--- config.mk ---
export PLATFORM = sky130hd
export DESIGN_NAME = pico_pc_seq
export DESIGN_NICKNAME = d
export VERILOG_FILES = /design/src/rtl/pico_pkg.sv /design/src/rtl/pico_pc_stack.sv /design/src/rtl/pico_pc_seq.sv
export SDC_FILE = /design/constraint.sdc
export NUM_CORES = 1
export LEC_CHECK = 0
export CORE_MARGIN = 2
export CORE_UTILIZATION = 34
export DETAILED_ROUTE_END_ITERATION = 12
export PLACE_DENSITY = 0.66
export REMOVE_ABC_BUFFERS = 1
export SKIP_CTS_REPAIR_TIMING = 1
export SLEW_MARGIN = 20
export SYNTH_ARGS = -nofsm -noshare
export SYNTH_HDL_FRONTEND = slang
export SYNTH_SLANG_ARGS = --single-unit
--- constraint.sdc ---
create_clock -name clk_i -period 1.85 [get_ports clk_i]
set_input_delay 0.37 -clock clk_i [delete_from_list [all_inputs] [get_ports clk_i]]
set_output_delay 0.37 -clock clk_i [all_outputs]
set_load 0.1 [all_outputs]
--- src/rtl/pico_pkg.sv ---
// Shared definitions for the pico core: PC-control modes, sequencer states
// and default widths used by the decoder and the PC sequencer.
package pico_pkg;

  localparam int unsigned PICO_W_PC        = 8;
  localparam int unsigned PICO_W_OFF       = 8;
  localparam int unsigned PICO_STACK_DEPTH = 4;

  typedef enum logic [1:0] {
    MODE_RETURN     = 2'd0,
    MODE_INCREMENT  = 2'd1,
    MODE_RELATIVE   = 2'd2,
    MODE_SUBROUTINE = 2'd3
  } mode_pc_e;

  typedef enum logic [1:0] {
    ST_RUN    = 2'd0,
    ST_WAIT   = 2'd1,
    ST_HALTED = 2'd2
  } seq_state_e;

endpackage

--- src/rtl/pico_pc_stack.sv ---
// LIFO return stack for the PC sequencer. The top entry is readable
// combinationally so a return completes in a single cycle.
module pico_pc_stack #(
  parameter int unsigned W     = 8,
  parameter int unsigned DEPTH = 4,
  localparam int unsigned AW   = (DEPTH > 1) ? $clog2(DEPTH) : 1,
  localparam int unsigned DW   = $clog2(DEPTH + 1)
) (
  input  logic          clk_i,
  input  logic          rst_ni,
  input  logic          push_i,
  input  logic          pop_i,
  input  logic [W-1:0]  data_i,
  output logic [W-1:0]  data_o,
  output logic          full_o,
  output logic          empty_o,
  output logic [DW-1:0] depth_o
);

  logic [W-1:0]  mem_r [DEPTH];
  logic [DW-1:0] depth_r;
  logic [DW-1:0] top_s;

  assign top_s   = depth_r - DW'(1);
  assign data_o  = mem_r[top_s[AW-1:0]];
  assign full_o  = (depth_r == DW'(DEPTH));
  assign empty_o = (depth_r == DW'(0));
  assign depth_o = depth_r;

  // Occupancy counter; push and pop are mutually exclusive by construction.
  always_ff @(posedge clk_i or negedge rst_ni) begin
    if (!rst_ni) begin
      depth_r <= DW'(0);
    end else if (push_i && !full_o) begin
      depth_r <= depth_r + DW'(1);
    end else if (pop_i && !empty_o) begin
      depth_r <= depth_r - DW'(1);
    end
  end

  // Entry storage carries no reset; contents below depth_r are meaningless.
  always_ff @(posedge clk_i) begin
    if (push_i && !full_o) begin
      mem_r[depth_r[AW-1:0]] <= data_i;
    end
  end

endmodule

--- src/rtl/pico_pc_seq.sv ---
// Program-counter sequencer: next-PC mux, run/wait/halt FSM and return storage.
// PICO_PC_STACK_EN selects a LIFO return stack; otherwise a single link register.
module pico_pc_seq
  import pico_pkg::*;
#(
  parameter int unsigned W_PC        = PICO_W_PC,
  parameter int unsigned W_OFF       = PICO_W_OFF,
  parameter int unsigned STACK_DEPTH = PICO_STACK_DEPTH,
  parameter int unsigned RESET_VEC   = 0,
  localparam int unsigned W_DEP      = $clog2(STACK_DEPTH + 1)
) (
  input  logic             clk_i,
  input  logic             rst_ni,
  input  logic             en_i,
  input  logic [1:0]       mode_pc_i,
  input  logic [W_OFF-1:0] offset_i,
  input  logic [W_PC-1:0]  target_i,
  input  logic             halt_core_i,
  input  logic             wfi_core_i,
  output logic [W_PC-1:0]  pc_o,
  output logic             wait_o,
  output logic             halted_o,
  output logic             stk_ovf_o,
  output logic             stk_unf_o,
  output logic [W_DEP-1:0] depth_o
);

  localparam int unsigned W_EXT = (W_OFF > W_PC) ? W_OFF : W_PC;

  logic [W_PC-1:0]  pc_r, pc_nxt_s, pc_inc_s, off_s, pop_data_s;
  logic [W_EXT-1:0] off_ext_s;
  seq_state_e       state_r, state_nxt_s;
  mode_pc_e         mode_s;
  logic             ovf_r, ovf_nxt_s, unf_r, unf_nxt_s;
  logic             push_s, full_s, empty_s;
  logic [W_DEP-1:0] depth_s;

  assign mode_s    = mode_pc_e'(mode_pc_i);
  assign off_ext_s = W_EXT'($signed(offset_i));
  assign off_s     = off_ext_s[W_PC-1:0];
  assign pc_inc_s  = pc_r + W_PC'(1);

`ifdef PICO_PC_STACK_EN
  logic pop_s;

  pico_pc_stack #(
    .W     (W_PC),
    .DEPTH (STACK_DEPTH)
  ) u_stack (
    .clk_i   (clk_i),
    .rst_ni  (rst_ni),
    .push_i  (push_s && en_i),
    .pop_i   (pop_s && en_i),
    .data_i  (pc_inc_s),
    .data_o  (pop_data_s),
    .full_o  (full_s),
    .empty_o (empty_s),
    .depth_o (depth_s)
  );
`else
  logic [W_PC-1:0] link_r;
  logic            link_used_r;

  // Single link register; a return before any call lands on RESET_VEC.
  always_ff @(posedge clk_i or negedge rst_ni) begin
    if (!rst_ni) begin
      link_r      <= W_PC'(RESET_VEC);
      link_used_r <= 1'b0;
    end else if (en_i && push_s) begin
      link_r      <= pc_inc_s;
      link_used_r <= 1'b1;
    end
  end

  assign pop_data_s = link_r;
  assign full_s     = 1'b0;
  assign empty_s    = 1'b0;
  assign depth_s    = W_DEP'(link_used_r);
`endif

  // Next-state / next-PC: halt beats wfi beats the decoded PC mode.
  always_comb begin
    pc_nxt_s    = pc_r;
    state_nxt_s = state_r;
    ovf_nxt_s   = ovf_r;
    unf_nxt_s   = unf_r;
    push_s      = 1'b0;
`ifdef PICO_PC_STACK_EN
    pop_s       = 1'b0;
`endif
    case (state_r)
      ST_RUN: begin
        if (halt_core_i) begin
          state_nxt_s = ST_HALTED;
        end else if (wfi_core_i) begin
          state_nxt_s = ST_WAIT;
        end else begin
          case (mode_s)
            MODE_INCREMENT: pc_nxt_s = pc_inc_s;
            MODE_RELATIVE:  pc_nxt_s = pc_r + off_s;
            MODE_SUBROUTINE: begin
              if (full_s) begin
                ovf_nxt_s   = 1'b1;
                state_nxt_s = ST_HALTED;
              end else begin
                push_s   = 1'b1;
                pc_nxt_s = target_i;
              end
            end
            MODE_RETURN: begin
              if (empty_s) begin
                unf_nxt_s   = 1'b1;
                state_nxt_s = ST_HALTED;
              end else begin
`ifdef PICO_PC_STACK_EN
                pop_s    = 1'b1;
`endif
                pc_nxt_s = pop_data_s;
              end
            end
            default: state_nxt_s = ST_HALTED;
          endcase
        end
      end
      ST_WAIT: begin
        if (halt_core_i) begin
          state_nxt_s = ST_HALTED;
        end else if (!wfi_core_i) begin
          pc_nxt_s    = pc_inc_s;
          state_nxt_s = ST_RUN;
        end else begin
          state_nxt_s = ST_WAIT;
        end
      end
      ST_HALTED: state_nxt_s = ST_HALTED;
      default:   state_nxt_s = ST_HALTED;
    endcase
  end

  // Architectural state; en_i low freezes everything.
  always_ff @(posedge clk_i or negedge rst_ni) begin
    if (!rst_ni) begin
      pc_r    <= W_PC'(RESET_VEC);
      state_r <= ST_RUN;
      ovf_r   <= 1'b0;
      unf_r   <= 1'b0;
    end else if (en_i) begin
      pc_r    <= pc_nxt_s;
      state_r <= state_nxt_s;
      ovf_r   <= ovf_nxt_s;
      unf_r   <= unf_nxt_s;
    end
  end

  assign pc_o      = pc_r;
  assign wait_o    = (state_r == ST_WAIT);
  assign halted_o  = (state_r == ST_HALTED);
  assign stk_ovf_o = ovf_r;
  assign stk_unf_o = unf_r;
  assign depth_o   = depth_s;

endmodule

==> results.sh <==
export IMPL_ff2ff_setup_slack_ns=-0.05
export IMPL_setup_viol=2
export IMPL_max_cap_violations=0
export IMPL_firstDrtPassIters=5
export IMPL_vias_post_dr=1513
export IMPL_finClkSkew_ns=0.00256
export IMPL_clk_tree_root_cell="clkbuf_8"
export IMPL_crit_reg2reg_launch="pc_o[0]"
export IMPL_design_final_nets=269
export IMPL_grt_setup_unrepaired="yes"
export IMPL_drt_first_iter_violations=99
export IMPL_ir_worst_vdd_mv=0.392
export IMPL_fin_cells=286
export IMPL_cp_start_kind="register"
export IMPL_synthesis_instances=169
export IMPL_clockBufferDepth=2
export IMPL_postRouteAntennaNets=0
export IMPL_insertedDiodeCount=0
export IMPL_postLayoutCoreUtil_pct=57.4
export IMPL_area_delta_synth_final_pct=59.5
export IMPL_yosysWarningCount=0
export IMPL_final_sum_of_negative_setup_slack_ns=-0.0751
export IMPL_critPathCaptureType="register"
export IMPL_via_count_of_the_first_global_routing_pass=1430
export IMPL_synth_sequential_area_ratio_pct=32.6
export IMPL_top_signal_layer_used="met4"
export IMPL_postSynth_asyncResetShare_pct=100
export IMPL_worst_hold_path_type="in2async"
export IMPL_met2RoutedLength_um=2230
export IMPL_clock_buffers_created_by_tritoncts=3
export IMPL_synth_lib_cells_used_distinct=39
export IMPL_wl_per_cell_um=14.5
export IMPL_largest_net_degree_at_the_start_of_global_routing=20
export IMPL_dr_wl_met3_um=159
export IMPL_post_route_cells_drive_above_1_share_pct=30.1
export IMPL_critical_path_arrival_ns=2.08
export IMPL_antenna_violations_before_repair=0
export IMPL_hold_fails_final_rpt=0
export IMPL_postRouteWirelength_um=4150
export IMPL_io_buffer_count=33
export IMPL_fin_area_mm2=0.00233
export IMPL_worstRegToRegCells=7
export IMPL_worst_hold_slack_ns=0.455
export IMPL_dp_hpwl_um=3180
export IMPL_top_level_ports=38
export IMPL_criticalPathCategory="reg2reg"
export IMPL_timing_critical_path_fanout_max=2
export IMPL_row_count=23
export IMPL_detail_route_drc_violations=0
export IMPL_final_min_period_over_clock_period_pct=103
export IMPL_initial_utilization_pct=36.0
export IMPL_setup_slack_ns=-0.0546
export IMPL_finalWorstPathRequiredPeriod_ns=1.90
export IMPL_placed_cells=282
export IMPL_clock_sinks=19
export IMPL_violations="setup timing"
export IMPL_max_freq_mhz=525
export IMPL_coreArea_mm2=0.00406
export IMPL_place_gp_congestion=0.879
export IMPL_die_w_um=69.5
export IMPL_p_per_area_mw_per_mm2=731
export IMPL_wl_met1_um=1750
export IMPL_grt_first_pass_wirelength_um=6610
export IMPL_drt_vias_per_instance=5.29
export IMPL_floorplan_die_height_um=69.5
export IMPL_ys_flop_type="dfrtp_1"
export IMPL_cts_max_level=1
export IMPL_clk_insertion_delay_late_ns=0.25
export IMPL_mappedNetlistArea_mm2=0.00146
export IMPL_drv_slew=0
export IMPL_cts_reportedPaths_clkPinSlew_ns=0.07
export IMPL_cts_tree="done"
export IMPL_syn_area_per_cell_um2=8.63
export IMPL_leakagePower_nw=1.04
export IMPL_grt_usage_pct=16.8
export IMPL_required_ns=2.03
export IMPL_status="finished with violations"
export IMPL_number_of_storage_elements_in_the_synthesis_netlist=19
export IMPL_gr_total_overflow=0
export IMPL_dpl_cell_area_mm2=0.00218
export IMPL_synth_edff_count=0
export IMPL_worstReg2RegEnd="pc_o[6]"
export IMPL_overall_die_area_mm2=0.00483
## routing by layer
layer	vias to the layer above	global-route usage, %
met2	37	29.8
met3	2	1.74
li1	743	-
met5	-	0
met1	731	22.3
met4	0	3.05
## how the worst max path moves through the flow
| stage | startpoint | depth (start not counted) | to | slack (ns) |
|---|---|---|---|---|
| finish | pc_o[0] | 7 | pc_o[6] | -0.05 |
| global route | pc_o[0] | 7 | pc_o[6] | -0.11 |
| CTS | offset_i[0] | 8 | pc_o[6] | -0.27 |
| detailed placement | offset_i[0] | 8 | pc_o[6] | -0.55 |
| global placement | offset_i[0] | 8 | pc_o[6] | -0.51 |
| floorplan | state_r[0] | 5 | pc_o[4] | -0.95 |
## cells in the mapped netlist (5+ instances only)
master   instances  area share, %
a21oi_1         10            3.4
o21ai_0          6            2.1
nand2_1         20            5.1
dfrtp_1         19             33
nor2_1          19            4.9
nand3_1          5            1.7
a31oi_1          6            2.6
xnor2_1          7            4.2
ha_1             8            6.9
buf_4            5            2.6
and3_1           5            2.1
## report_power, final
| group | leakage (nW) | internal (W) | switching, W |
|---|---|---|---|
| Clock | 0.0228 | 0.000153 | 0.000132 |
| Combinational | 0.770 | 0.000389 | 0.000522 |
| Sequential | 0.250 | 0.000455 | 0.0000503 |
| Total | 1.04 | 0.000997 | 0.000705 |
## stage by stage
step / power (W) / setup slack, ns
floorplan: 0.000990 / -0.947
global placement: 0.00136 / -0.508
detailed placement: 0.00137 / -0.548
CTS: 0.00166 / -0.265
global route: 0.00179 / -0.110
finish: 0.00170 / -0.0546
## registers in the layout (all words and copies together), names as in the netlist
name / count
state_r: 2
pc_o: 8
link_used_r: 1
link_r: 8
## kinds of logic after synthesis
logic type | Yosys count | share of synthesized area [%]
and+or+nand+nor | 62 | 20.5
AOI/OAI and AO/OA | 52 | 24.7
DFF | 19 | 32.6
buffers and inverters | 13 | 5.66
xor gates and xnor gates | 10 | 6.00
adders and majority gates | 9 | 8.23
muxes | 3 | 2.06
other | 1 | 0.257
## layout by cell type (no fill, tap or decap), types with 2 or more instances in the layout
master,synthesis,routed
clkdlybuf4s50_1,0,18
a21o_1,4,4
buf_12,0,11
o21a_1,4,4
conb_1,1,4
mux2i_1,3,3
nand2_1,20,20
a21oi_2,3,5
dfrtp_1,19,19
o221ai_1,3,3
clkbuf_8,0,3
xor2_1,3,3
dlymetal6s2s_1,0,4
inv_1,2,2
a31oi_1,6,6
ha_4,0,3
buf_4,5,38
nand3_1,5,5
a21oi_1,10,8
nor2b_1,2,2
and3_1,5,5
ha_1,8,5
nand4_1,2,2
nor2_1,19,18
nand2b_1,4,4
xnor2_1,7,7
o21ai_0,6,6
o2bb2ai_1,3,3
o22ai_1,2,2
## worst max-delay path, stage by stage (launching register included)
cell	delay, ns
dfrtp_1	0.42
ha_4	0.19
fa_2	0.39
a21o_1	0.19
a221o_1	0.31
mux2i_1	0.15
nand2_1	0.07
a31oi_1	0.11
## area by class of cell
| cell class | instances | area, um^2 |
|---|---|---|
| Clock buffer | 4 | 45.0 |
| Fill cell | 364 | 1730 |
| Inverter | 2 | 7.51 |
| Multi-Input combinational cell | 140 | 1000 |
| Sequential cell | 19 | 475 |
| Tap cell | 50 | 62.6 |
| Timing Repair Buffer | 71 | 736 |
Power figures use the tool's default switching activity.
